[src/rtl/dmem_ctrl.sv]
// Data-memory controller: sequences single core read/write requests onto a
// synchronous single-port SRAM with WAIT_STATES wait cycles; one response
// pulse per accepted request. Optional range checking via DMEM_RANGE_CHECK_EN.
module dmem_ctrl #(
  parameter int XLEN        = 32,
  parameter int AW          = 12,
  parameter int WAIT_STATES = 1
) (
  input  logic            clk,
  input  logic            rst,
  input  logic            r_v,
  input  logic            w_v,
  input  logic [XLEN-1:0] data_adr,
  input  logic [XLEN-1:0] data_o,
  input  logic [3:0]      strobe,
  output logic [XLEN-1:0] dmem_resp,
  output logic            dmem_resp_v,
  output logic            sram_en,
  output logic [3:0]      sram_we,
  output logic [AW-1:0]   sram_adr,
  output logic [XLEN-1:0] sram_wdata,
  input  logic [XLEN-1:0] sram_rdata
`ifdef DMEM_RANGE_CHECK_EN
  ,
  output logic            dmem_err
`endif
);

  typedef enum logic [1:0] {IDLE, ACCESS, WAIT, RESP} state_t;

  state_t          state_q, state_d;
  logic [3:0]      cnt_q, cnt_d;
  logic            wr_q, wr_d;
  logic            bad_q, bad_d;
  logic [XLEN-1:0] resp_q, resp_d;
  logic            resp_v_q, resp_v_d;
  logic            en_q, en_d;
  logic [3:0]      we_q, we_d;
  logic [AW-1:0]   adr_q, adr_d;
  logic [XLEN-1:0] wdata_q, wdata_d;
  logic            err_q, err_d;
  logic            oob;

`ifdef DMEM_RANGE_CHECK_EN
  assign oob      = |data_adr[XLEN-1:AW+2];
  assign dmem_err = err_q;
  logic unused_ok;
  assign unused_ok = ^data_adr[1:0];
`else
  // Without range checking the upper address bits simply wrap.
  assign oob = 1'b0;
  logic unused_ok;
  assign unused_ok = ^{data_adr[XLEN-1:AW+2], data_adr[1:0], err_q};
`endif

  always_comb begin
    state_d  = state_q;
    cnt_d    = cnt_q;
    wr_d     = wr_q;
    bad_d    = bad_q;
    resp_d   = resp_q;
    resp_v_d = 1'b0;
    en_d     = 1'b0;
    we_d     = 4'h0;
    adr_d    = adr_q;
    wdata_d  = wdata_q;
    err_d    = 1'b0;
    case (state_q)
      IDLE: if (w_v || r_v) begin
        // Write wins on a simultaneous request; the read is re-issued by the core.
        state_d = ACCESS;
        wr_d    = w_v;
        bad_d   = oob;
        en_d    = !oob;
        we_d    = (w_v && !oob) ? strobe : 4'h0;
        adr_d   = data_adr[AW+1:2];
        wdata_d = data_o;
      end
      ACCESS: begin
        state_d = WAIT;
        cnt_d   = 4'(WAIT_STATES);
      end
      WAIT: begin
        if (cnt_q <= 4'd1) begin
          state_d  = RESP;
          resp_v_d = 1'b1;
          err_d    = bad_q;
          resp_d   = (wr_q || bad_q) ? '0 : sram_rdata;
        end else begin
          cnt_d = cnt_q - 4'd1;
        end
      end
      RESP:    state_d = IDLE;
      default: state_d = IDLE;
    endcase
  end

  always_ff @(posedge clk) begin
    if (rst) begin
      state_q  <= IDLE;
      cnt_q    <= '0;
      wr_q     <= 1'b0;
      bad_q    <= 1'b0;
      resp_q   <= '0;
      resp_v_q <= 1'b0;
      en_q     <= 1'b0;
      we_q     <= 4'h0;
      adr_q    <= '0;
      wdata_q  <= '0;
      err_q    <= 1'b0;
    end else begin
      state_q  <= state_d;
      cnt_q    <= cnt_d;
      wr_q     <= wr_d;
      bad_q    <= bad_d;
      resp_q   <= resp_d;
      resp_v_q <= resp_v_d;
      en_q     <= en_d;
      we_q     <= we_d;
      adr_q    <= adr_d;
      wdata_q  <= wdata_d;
      err_q    <= err_d;
    end
  end

  assign dmem_resp   = resp_q;
  assign dmem_resp_v = resp_v_q;
  assign sram_en     = en_q;
  assign sram_we     = we_q;
  assign sram_adr    = adr_q;
  assign sram_wdata  = wdata_q;

endmodule

[config.mk]
export PLATFORM = sky130hd
export DESIGN_NAME = dmem_ctrl
export DESIGN_NICKNAME = d
export VERILOG_FILES = /design/src/rtl/dmem_ctrl.sv
export SDC_FILE = /design/constraint.sdc
export NUM_CORES = 1
export LEC_CHECK = 0
export CAP_MARGIN = 5
export CELL_PAD_IN_SITES_DETAIL_PLACEMENT = 1
export CELL_PAD_IN_SITES_GLOBAL_PLACEMENT = 1
export CORE_MARGIN = 2
export CORE_UTILIZATION = 29
export DETAILED_ROUTE_END_ITERATION = 12
export HOLD_SLACK_MARGIN = 0.02
export PLACE_DENSITY = 0.89
export SLEW_MARGIN = 15
export SYNTH_ARGS = -nofsm -noshare
export SYNTH_HDL_FRONTEND = slang
export SYNTH_SLANG_ARGS = --single-unit
[constraint.sdc]
create_clock -name clk -period 4.5 [get_ports clk]
set_input_delay 0.675 -clock clk [delete_from_list [all_inputs] [get_ports clk]]
set_output_delay 0.675 -clock clk [all_outputs]
set_load 0.01 [all_outputs]
# Yosys cells after proc, flatten, opt, wreduce, memory -nomap -nowiden
# Index checks and enable logic that the tools add are counted.
[totals]
in_bits = 104
output_inout_bits = 82
wordCells = 39
reg_bits = 89
[classes]
n_reduce_logical = 10
muxes = 8
addsub = 1
bitwise = 4
n_eq_ne = 6
n_lt_le_gt_ge = 1
[op_table]
columns = ["op", "n"]
rows = [
  ["2-to-1 mux 32 bit", 1],
  ["case mux 2 bit (4 select lines)", 1],
  ["case mux 4 bit (2 select lines)", 1],
  ["AND reduction 2 bit", 4],
  ["inequality test 2 bit (second input constant)", 3],
  ["equality test 2 bit (second input constant)", 2],
  ["less-or-equal comparator 4 x 1 -> 1 bit (second input constant)", 1],
  ["2-to-1 mux 2 bit", 2],
  ["2-to-1 mux 4 bit", 1],
  ["NOT 1 bit", 4],
  ["OR reduction 2 bit", 2],
  ["OR reduction 4 bit", 1],
  ["subtractor 4 x 1 -> 4 bit (second input constant)", 1],
  ["equality test 2 x 1 -> 1 bit (second input constant)", 1],
  ["zero test 2 bit", 1],
  ["2-to-1 mux 1 bit", 2],
  ["nonzero test 2 bit", 1],
  ["logical OR 1 bit", 1],
]

# Depth between registers and ports, before layout
[depth]
ltp_word = 3
mapped_depth = 8
ltp_nobuf = 6

# Worst setup path before layout
# Ideal clock, no wire load.
[synth_path]
kind = "flip-flop to flip-flop"
from = "register cnt_q[0]"
to = "register resp_q[13], in the netlist dmem_resp[13]"
path_stages_with_launch = 9
period_less_slack_ns = 1.599
setup_ns = 0.132
required_time_ns = 4.368
t_arrival_ns = 1.467
path_slack_ns = 2.901
n_path_buf = 2
path_cell_list = "dfxtp_1 inv_1 ha_1 nor2_1 or4b_1 buf_2 buf_6 nand2_1 a21oi_1"
[synth_via]
elab_chain_cells = 2
[synth_rtl]
columns = ["element", "line", "rtl"]
rows = [
  ["from (decl)", "32", "logic [3:0] cnt_q, cnt_d;"],
  ["from (signal assigned)", "113", "cnt_q <= cnt_d;"],
  ["less-or-equal comparator 4 x 1 -> 1 bit", "84", "if (cnt_q <= 4'd1) begin"],
  ["AND reduction 2 bit (no line)", "-", ""],
  ["to (signal assigned)", "116", "resp_q <= resp_d;"],
  ["to (decl)", "35", "logic [XLEN-1:0] resp_q, resp_d;"],
]
# Every way passes these cells.
# A chain may end at the register's enable or synchronous reset.

# Worst setup path after layout
[layout_path]
from = "input w_v"
to = "register wdata_q[3], in the netlist sram_wdata[3]"
[layout_via]
elab_chain_cells = 2
[layout_rtl]
columns = ["element", "line", "rtl"]
rows = [
  ["from (decl)", "12", "input logic w_v,"],
  ["logical OR 1 bit", "69", "IDLE: if (w_v || r_v) begin"],
  ["AND reduction 2 bit (no line)", "-", ""],
  ["to (signal assigned)", "121", "wdata_q <= wdata_d;"],
  ["to (decl)", "40", "logic [XLEN-1:0] wdata_q, wdata_d;"],
]
# Every way passes these cells.

==> results by group <==
Outcome
  • Status: finished, final reports clean

Critical path
  • Critical-path cell list: clkdlybuf4s50_1 -> nor2_1 -> nor2b_4 -> nand2_1 -> a21oi_1
  • CP bufs+invs: 1
  • Startpoint types: input port
  • Max Fanout on Critical Path: 44
  • R2r worst-path depth: 6
  • Reg-to-reg slack, setup: 2350 ps
  • Worst r2r src: cnt_q[0]
  • Crit Path Category: in -> reg
  • Max incr delay on CP: 770 ps
  • Reg-to-reg critical path endpoint: dmem_resp[9]
  • Crit path DAT: 2480 ps
  • Crit. End Element: flip-flop
  • Crit path required time: 4750 ps
  • Largest delay share family, worst path: simple AND/OR/NAND/NOR gates
  • CP max stage cell: nor2b_4

Drt
  • Routed length on met1: 4.28 mm
  • Detailed-route via count: 3,249
  • Top routing layer used: met4
  • Initial DRC count: 143
  • Final ANT Viol Nets: 0
  • Vias per Instance: 4.70
  • TritonRoute pass-1 iters: 4
  • Final WL: 10.3 mm
  • Met2 WL: 5.11 mm
  • Routed length per instance: 14.9 µm
  • Met3 wire length: 813 µm
  • Drt drc: 0

Synthesis
  • Mapped Nets: 503
  • Synth Flop Type: dfxtp_1
  • Yosys top cell by area: dfxtp_1
  • Post-Synthesis Cells: 394
  • Mapped cell area: 3350 µm²
  • Distinct cell type count after synthesis: 28
  • Synth area leaders: dfxtp_1, nand2_1, a21oi_1
  • Count leader, synth: nand2_1
  • Yosys reg bits: 89
  • Sequential share of the synthesized area: 53.2%
  • Syn avg cell area: 8.49 µm²
  • Most frequent cells after synthesis: nand2_1, dfxtp_1, a21oi_1
  • Post-synth top area share: 53.2%
  • Post-synth EDFFs: 0
  • Asr flop ratio synth: 0%
  • Synthesis Warnings: 0

Final layout
  • Antenna cells: 0
  • Final Instance Area: 5360 µm²
  • Area Growth Syn to Fin: 60.3%
  • Non-Filler Instances: 692
  • Fillers: 1,290
  • Final nets: 653
  • Share of layout cells above drive strength 1: 4.92%

CTS
  • Root Buffer: clkbuf_16
  • CTS clk-pin slew, worst paths: 60 ps
  • H-tree depth: 3
  • TritonCTS buffer count: 9
  • Worst skew pair latency: 330 ps
  • Post-CTS Setup Bufs: 0
  • CTS sink count: 89
  • TritonCTS clock tree: done
  • Resize count post-CTS: 0
  • CTS Hold Bufs: 0
  • Clk buf depth: 2

Flow run
  • Maxcap violations: 0

Timing
  • Setup slack after layout: 2260 ps
  • Final count of hold timing violations: 0
  • Layout Skew: 5.41 ps
  • WHS: 452 ps
  • Crit share post-route: 49.7%
  • Post-route minimum period: 2240 ps
  • Max Fclk: 0.447 GHz
  • RSZ-0062 raised after global routing: no
  • Final Max Slew Viols: 0
  • Slew @ Worst Pin: 983 ps
  • Final setup violating endpoints: 0
  • Setup TNS: 0 ps
  • Relative slew margins: 34.4%

Placed design
  • Port bufs: 165
  • Global placer's final weighted congestion: 0.766
  • DP HPWL: 7.35 mm
  • Post-Place Worst Slack: 1880 ps
  • Post-place instance area: 5050 µm²
  • Dpl cells: 675

Floorplanning
  • Die Height: 111 µm
  • Core area: 11,300 µm²
  • DIE AREA: 12,400 µm²
  • # IOs: 186
  • Initial Util: 29.6%
  • Standard-cell rows: 39
  • Die Wd: 111 µm

GRT
  • GRT Resource Usage Total: 16.5%
  • First-pass GRT wire length: 16.8 mm
  • Initial antenna violation count: 0
  • GR Overflow Total: 0
  • Vias in the first global route: 3,511
  • Largest net degree at the start of global routing: 49

Worst hold path
  • Hold depth: 2
  • Hold Crit Class: reg -> reg
  • Worst hold start: dmem_resp[30]
  • Worst Hold Path EP: dmem_resp[30]

Power
  • Max VDD drop: 0.256 mV
  • Pleak: 1.94 nW
  • PwrDens: 534 nW/µm²
-- report_power, final --
group	total, mW	leakage [nW]	internal (mW)	switching, mW
Combinational	1.05	1.06	0.527	0.520
Sequential	1.08	0.728	0.966	0.116
Clock	0.737	0.144	0.444	0.292
Total	2.87	1.94	1.94	0.928
-- layer usage --
layer | vias up | track usage [%]
li1 | 1592 | -
met1 | 1532 | 18.3
met2 | 117 | 29.3
met3 | 8 | 5.88
met4 | 0 | 6.17
met5 | - | 0
-- worst register-to-register path, cell delays in order, from the launching register on --
cell,delay (ps)
dfxtp_1,340
inv_1,90
ha_1,180
nor2_1,100
or4b_2,1010
nand2_1,190
a21oi_1,90
-- stage by stage --
stage               total power, mW  utilization [%]
floorplan                      1.62                -
global placement               2.08             44.6
detailed placement             2.14             44.6
CTS                            2.90             47.2
global route                   3.05             47.4
finish                         2.87             47.4
-- state kept, by name (all words and copies together), names as in the netlist --
register / cells
dmem_resp_v: 1
sram_en: 1
sram_adr: 12
cnt_q: 4
sram_wdata: 32
sram_we: 4
state_q: 2
wr_q: 1
dmem_resp: 32
-- worst max path at each step --
| stage | from | cells past startpoint | slack (ps) | endpoint |
|---|---|---|---|---|
| 2_1_floorplan | cnt_q[0] | 8 | 2900 | dmem_resp[13] |
| 3_3_place_gp | w_v | 4 | 1970 | sram_wdata[0] |
| 3_5_place_dp | w_v | 5 | 1880 | sram_wdata[3] |
| 4_1_cts | cnt_q[0] | 6 | 2070 | dmem_resp[11] |
| 5_1_grt | w_v | 5 | 2080 | sram_adr[9] |
| 6_report | w_v | 5 | 2260 | sram_wdata[3] |
-- layout make-up --
cell class,instances,area (µm²),share of cell area [%]
clock buffers,13,250,4.67
clock inverters,3,40.0,0.746
inverters,4,15.0,0.280
multi-input cells,272,1420,26.4
flip-flops and latches,89,1780,33.2
well taps,143,179,3.34
repair buffers,168,1680,31.4
-- layout by cell type (no fill, tap or decap) --
cell type	count
nor2b_4	1
or4b_2	1
nand2_1	119
o31a_1	1
nor4b_4	1
and3b_1	1
buf_4	2
clkbuf_1	3
o21ai_4	1
nand2b_1	4
and2_1	4
xor2_1	1
clkbuf_16	9
nor2_1	10
mux2_2	1
clkbuf_8	1
o211ai_1	1
a21oi_1	78
nand2_2	5
ha_1	5
bufinv_16	1
clkdlybuf4s50_1	164
buf_12	1
inv_1	4
o311a_1	1
o21a_1	1
buf_2	1
dfxtp_1	89
nor3_1	1
mux2i_1	1
nand3b_1	32
clkinv_2	2
xnor2_1	1
a211oi_1	1
-- cell families after synthesis --
logic type,Yosys count,share of synthesized area [%]
AND/OR/NAND/NOR,179,25.7
flip-flops,89,53.2
AO/OA/AOI/OAI,84,13.2
buffers and inverters,33,4.90
adder cells (fa/ha/maj),5,1.87
XOR/XNOR,2,0.523
multiplexers,2,0.636
(Power assumes the default switching activity.)
